--- src/rtl/ifu_fetch.sv ---
// Instruction fetch unit: owns the PC, fetches one word per step, holds it for decode, redirects on commit.
// Optional misaligned-target trap enabled by defining IFU_MISALIGN_TRAP_EN.
module ifu_fetch #(
    parameter int unsigned      XLEN     = 64,
    parameter logic [XLEN-1:0]  RESET_PC = XLEN'(64'h8000_0000),
    parameter logic [31:0]      NOP_INST = 32'h0000_0013
) (
    input  logic            clk,
    input  logic            rst,
    output logic            imem_req_valid,
    input  logic            imem_req_ready,
    output logic [XLEN-1:0] imem_addr,
    input  logic            imem_resp_valid,
    input  logic [31:0]     imem_resp_data,
    output logic            inst_valid,
    input  logic            inst_ready,
    output logic [31:0]     inst,
    output logic [6:0]      opcode,
    output logic [2:0]      func3,
    output logic [6:0]      func7,
    output logic [XLEN-1:0] inst_pc,
    input  logic            commit_valid,
    input  logic [2:0]      commit_branch,
    input  logic [XLEN-1:0] commit_target,
    output logic            fetch_fault
);

`ifdef IFU_MISALIGN_TRAP_EN
    typedef enum logic [2:0] {
        ST_IDLE, ST_REQ, ST_WAIT, ST_ISSUE, ST_EXEC, ST_FAULT
    } state_e;
`else
    typedef enum logic [2:0] {
        ST_IDLE, ST_REQ, ST_WAIT, ST_ISSUE, ST_EXEC
    } state_e;
`endif

    state_e          state_q, state_d;
    logic [XLEN-1:0] pc_q, pc_d;
    logic [31:0]     inst_q, inst_d;
    logic            req_valid_q, req_valid_d;
    logic            inst_valid_q, inst_valid_d;
    logic [XLEN-1:0] npc;
`ifdef IFU_MISALIGN_TRAP_EN
    logic            fault_q, fault_d;
`endif

    // Next-PC candidate selected by the commit branch code
    always_comb begin
        npc = commit_target;
        case (commit_branch)
            3'd0:    npc = pc_q + XLEN'(4);
            3'd2:    npc = commit_target & ~XLEN'(1);
            default: npc = commit_target;
        endcase
    end

    always_comb begin
        state_d = state_q;
        pc_d    = pc_q;
        inst_d  = inst_q;
        case (state_q)
            ST_IDLE:  state_d = ST_REQ;
            ST_REQ:   if (imem_req_ready) state_d = ST_WAIT;
            ST_WAIT: begin
                if (imem_resp_valid) begin
                    inst_d  = imem_resp_data;
                    state_d = ST_ISSUE;
                end
            end
            ST_ISSUE: if (inst_ready) state_d = ST_EXEC;
            ST_EXEC: begin
                if (commit_valid) begin
`ifdef IFU_MISALIGN_TRAP_EN
                    pc_d    = npc;
                    state_d = (npc[1:0] != 2'b00) ? ST_FAULT : ST_REQ;
`else
                    pc_d    = npc & ~XLEN'(3);
                    state_d = ST_REQ;
`endif
                end
            end
`ifdef IFU_MISALIGN_TRAP_EN
            ST_FAULT: state_d = ST_FAULT;
`endif
            default:  state_d = ST_IDLE;
        endcase
        // Valids are registered off the next state so they align with it
        req_valid_d  = (state_d == ST_REQ);
        inst_valid_d = (state_d == ST_ISSUE);
`ifdef IFU_MISALIGN_TRAP_EN
        fault_d      = (state_d == ST_FAULT);
`endif
    end

    always_ff @(posedge clk) begin
        if (rst) begin
            state_q      <= ST_IDLE;
            pc_q         <= RESET_PC;
            inst_q       <= NOP_INST;
            req_valid_q  <= 1'b0;
            inst_valid_q <= 1'b0;
`ifdef IFU_MISALIGN_TRAP_EN
            fault_q      <= 1'b0;
`endif
        end else begin
            state_q      <= state_d;
            pc_q         <= pc_d;
            inst_q       <= inst_d;
            req_valid_q  <= req_valid_d;
            inst_valid_q <= inst_valid_d;
`ifdef IFU_MISALIGN_TRAP_EN
            fault_q      <= fault_d;
`endif
        end
    end

    assign imem_req_valid = req_valid_q;
    assign imem_addr      = pc_q;
    assign inst_valid     = inst_valid_q;
    assign inst           = inst_q;
    assign inst_pc        = pc_q;
    assign opcode         = inst_q[6:0];
    assign func3          = inst_q[14:12];
    assign func7          = inst_q[31:25];
`ifdef IFU_MISALIGN_TRAP_EN
    assign fetch_fault    = fault_q;
`else
    assign fetch_fault    = 1'b0;
`endif

endmodule

--- config.mk ---
export PLATFORM = sky130hd
export DESIGN_NAME = ifu_fetch
export DESIGN_NICKNAME = d
export VERILOG_FILES = /design/src/rtl/ifu_fetch.sv
export SDC_FILE = /design/constraint.sdc
export NUM_CORES = 1
export LEC_CHECK = 0
export BUFFER_PORTS_ARGS = -buffer_cell sky130_fd_sc_hd__buf_4
export CAP_MARGIN = 20
export CORE_MARGIN = 1.5
export CORE_UTILIZATION = 43
export DETAILED_ROUTE_END_ITERATION = 12
export PLACE_DENSITY = 0.77
export SYNTH_ARGS = -nofsm -noshare
export SYNTH_HDL_FRONTEND = slang
export SYNTH_SLANG_ARGS = --single-unit
--- constraint.sdc ---
create_clock -name clk -period 2.2 [get_ports clk]
set_clock_uncertainty 0.15 [all_clocks]
set_input_delay 0 -clock clk [delete_from_list [all_inputs] [get_ports clk]]
set_output_delay 0 -clock clk [all_outputs]
set_load 0.05 [all_outputs]
Word-level counts from Yosys, hierarchy flattened
Cells that the tools add are included.

cells by class
  multiplexer cells = 6
  equal/unequal tests = 7
  $add $sub $neg = 1
  reductions and logical operators = 4

operator list
  cell                                                                   number
  64-bit one-hot mux with 2 select lines                                 1
  64-bit by 3-bit adder with 64-bit output, second input constant        1
  3-bit one-hot mux with 5 select lines                                  1
  3-bit by 2-bit equality test with 1-bit output, second input constant  4
  3-bit two-way mux                                                      4
  3-bit by 1-bit equality test with 1-bit output, second input constant  2
  3-bit logical NOT                                                      2
  2-bit AND reduction                                                    2
  3-bit equality test, second input constant                             1

word-level totals
  output and inout bits = 180
  word-level logic and storage cells = 23
  bits in registers = 99

Depth between registers and ports, before layout
  depth after elaboration = 3
  gate-level depth with buffers = 8
  gate-level depth less buffers = 6

Worst setup path after synthesis
No wires, ideal clock.

  path type = reg-to-reg
  from = reg pc_q[2] (netlist: imem_addr[2])
  to = reg pc_q[56] (netlist: imem_addr[56])
  arrival = 2.495 ns
  clock period less this slack = 2.777 ns
  buffers on the path = 0
  setup slack = -0.577 ns
  cell stages (with the launch flop) = 7
  required time = 1.918 ns
  path through = dfxtp_1 > ha_1 > nand3_1 > nor3_2 > nand4_1 > o2111a_1 > or3b_2

on the way
  word-level cells in the longest chain between the ends = 2

ends and longest elaborated chain
  what                                      line  RTL
  start: declaration                        39    logic [XLEN-1:0] pc_q, pc_d;
  start signal: assignment                  108   pc_q <= pc_d;
  64-bit by 3-bit adder with 64-bit output  52    3'd0: npc = pc_q + XLEN'(4);
  64-bit one-hot mux with 2 select lines    51    case (commit_branch)

Every way passes these cells.
A chain may end at the register's enable or synchronous reset.

Worst setup path in the final report
  from = reg pc_q[39] (netlist: imem_addr[39])
  to = reg pc_q[50] (netlist: imem_addr[50])

The elaborated chain is that of the path after synthesis.

==> flow_summary.json <==
{
  "crit_type": "reg2reg",
  "crit_top_cell": "nand4_1",
  "synth-seq-area-share": 0.320,
  "crit_chain": "nand4_1 > nor4_4 > nand4_1 > buf_4 > or4_1 > o211ai_1",
  "fmax_ghz": 0.450,
  "final_hold_viol_count": 0,
  "netlist_area_mm2": 0.00620,
  "start_util": 0.443,
  "wl_per_cell_um": 18.7,
  "hold_path_startpoint": "commit_target[45]",
  "synthToLayoutAreaGrowth_pct": 62.2,
  "die_w_um": 123,
  "crit_start": "imem_addr[39]",
  "syn_area_per_cell_um2": 7.42,
  "detail_route.wirelength_mm": 25.6,
  "powerDensity_mw_per_mm2": 409,
  "fin_ws_ps": -24.2,
  "maxCapViolations": 0,
  "cts_sinks": 99,
  "drt-vias-per-instance": 5.84,
  "path_max_fanout": 9,
  "path_clk_slew_ps": 80,
  "drive_above_1_share": 0.403,
  "grt_max_degree": 47,
  "cpPeakStageDelay_ps": 490,
  "core_area_mm2": 0.0140,
  "worstSetupEndpointType": "flip-flop",
  "ios": 285,
  "portBuffers": 277,
  "finalSetupTns_ps": -24.2,
  "cp_slowest_cell": "or4_1",
  "antenna_left": 0,
  "setup_viol": 1,
  "antennaDiodeCount": 0,
  "grt_pass1_vias": 7241,
  "antenna_found_initial": 0,
  "finalCriticalPeriod_ps": 2220,
  "critPathArrivalTime_ps": 2350,
  "rsz0062_at_grt": "true",
  "path_buf_inv": 1,
  "ys_ff_latch": 99,
  "grt_pass1_wl_mm": 38.1,
  "ctsHtreeMaxLevel": 3,
  "r2r-start": "imem_addr[39]",
  "dpl.hpwl_mm": 17.1,
  "num-fill-cells": 1087,
  "drtIter0Drc": 789,
  "clockBufferDepth": 2,
  "leakagePower_nw": 4.13,
  "rows": 43,
  "synth_area_leaders": "dfxtp_1 (32%), buf_4 (10%), nand2_1 (8.3%)",
  "clock_latency_ps": 360,
  "power_mw": 4.11,
  "dieArea_mm2": 0.0151,
  "track_usage": 0.320,
  "synth_edf_count": 0,
  "max-vdd-ir-drop_mv": 0.315,
  "synth_top_cell_by_area": "dfxtp_1",
  "hold_path_class": "in2reg",
  "cts_tree": "yes",
  "cpLargestDelayFamily": "simple AND/OR/NAND/NOR gates",
  "synth_cell_types": 66,
  "synth_cells": 836,
  "drc": 0,
  "synth_top_area_frac": 0.320,
  "ys_warn_count": 0,
  "async_reset_ff_frac": 0,
  "outcome": "finished with violations",
  "die_y_um": 123,
  "maxSlewViolCount": 0,
  "nets": 1287,
  "drt_pass1_iterations": 6,
  "required_ps": 2330,
  "dp.cells": 1237,
  "slew_headroom": 0.647,
  "startpoint_type": "flip-flop",
  "fin_crit_sh": 1.01,
  "root_buffer": "clkbuf_16",
  "cts_buffers": 9,
  "place_congestion": 0.908,
  "violations": "setup timing",
  "vias": 7976,
  "stdcell_count": 1366,
  "fin_util": 0.719,
  "grt-ovfl-total": 0,
  "synth_flop_cell": "dfxtp_1",
  "worst_pin_slew_ps": 527
}
worst reg2reg max path, cell delays in order, from the launching register on:
cell      delay, ps
dfxtp_4         420
nand4_1         240
nor4_4          320
nand4_1         210
buf_4           210
or4_1           490
o211ai_1        110
timing repair:
action,4_1_cts,5_1_grt
setup buffers,2,10
pin swaps,3,12
hold buffers,101,0
endpoints found under the setup margin,3,26
gates resized for setup,0,20
hold endpoints to repair,98,0
synthesized netlist by cell type (all sizes together), types with 2 or more instances:
master / count
o32ai: 6
a22o: 2
a41oi: 2
mux2: 3
nor4: 21
a21oi: 76
nand3: 42
nor2b: 3
inv: 11
a31oi: 18
dfxtp: 99
or3: 10
and4: 9
a31o: 2
o22ai: 10
nor2: 37
o211ai: 20
or2: 2
buf: 88
a22oi: 17
a311oi: 2
and3: 16
o31ai: 6
o31a: 4
or4: 19
and2: 7
o21ai: 29
o21a: 2
nand2: 137
nor4bb: 2
nor3: 26
clkbuf: 50
nand4: 27
a211oi: 9
worst paths after layout:
path                    to  slack [ps]  cells past startpoint
max          imem_addr[50]         -20                      6
min          imem_addr[45]          20                      4
max reg2reg  imem_addr[50]         -20                      6
min reg2reg       inst[22]         310                      2
through the flow:
stage	hold slack [ps]	cell area, um^2	setup slack [ps]
2_1_floorplan	-25.7	6490	-36.0
3_3_place_gp	59.8	8570	51.5
3_5_place_dp	65.4	8570	-24.8
4_1_cts	7.58	9890	0.409
5_1_grt	36.4	10100	-16.7
6_report	15.2	10100	-24.2
final cells by class:
class	count	area, um^2	area share
repair buffers	468	3800	0.378
multi-input cells	592	3570	0.355
flip-flops and latches	99	2140	0.213
clock buffers	11	243	0.0241
well taps	180	225	0.0224
clock inverters	5	43.8	0.00435
inverters	11	41.3	0.00411
registers in the layout, indices dropped and copies added, names as in the netlist:
register and count:
imem_addr 62, imem_req_valid 1, inst 32, inst_valid 1, state_q 3
cells in the final DEF (no fill, tap or decap), types with 8 or more instances in the layout:
cell type and instances:
a31oi_1 18, or4_1 15, dfxtp_1 47, nor3_1 20, dfxtp_4 36, o211ai_1 20, and3_1 16, o21ai_0 29
nand3_1 37, nand2_1 137, a211oi_1 9, inv_1 11, buf_4 363, nand4_1 26, and4_1 8, dfxtp_2 16
dlygate4sd3_1 101, nor4_1 12, a22oi_1 17, a21oi_1 76, nor2_1 36, o22ai_1 10, clkbuf_16 9
where the power goes:
group / internal [mW] / switching (mW) / leakage [nW]
Sequential: 1.78 / 0.0235 / 0.836
Clock: 0.817 / 0.767 / 0.141
Combinational: 0.351 / 0.378 / 3.15
kinds of logic after synthesis:
logic type | share of synthesized area
compound gates | 0.221
buf+inv | 0.141
fa+ha+maj | 0.00202
other cells | 0.000605
flops | 0.320
mux | 0.00706
simple gates | 0.308
metal layers:
layer | track usage | vias up | wire (um) | share of wire
met5 | 0 | - | 0 | 0
met4 | 0.131 | 0 | 763 | 0.030
met3 | 0.0489 | 60 | 2160 | 0.085
met2 | 0.525 | 458 | 12400 | 0.49
met1 | 0.420 | 3754 | 10200 | 0.40
li1 | - | 3704 | - | -
(Power assumes the default switching activity.)
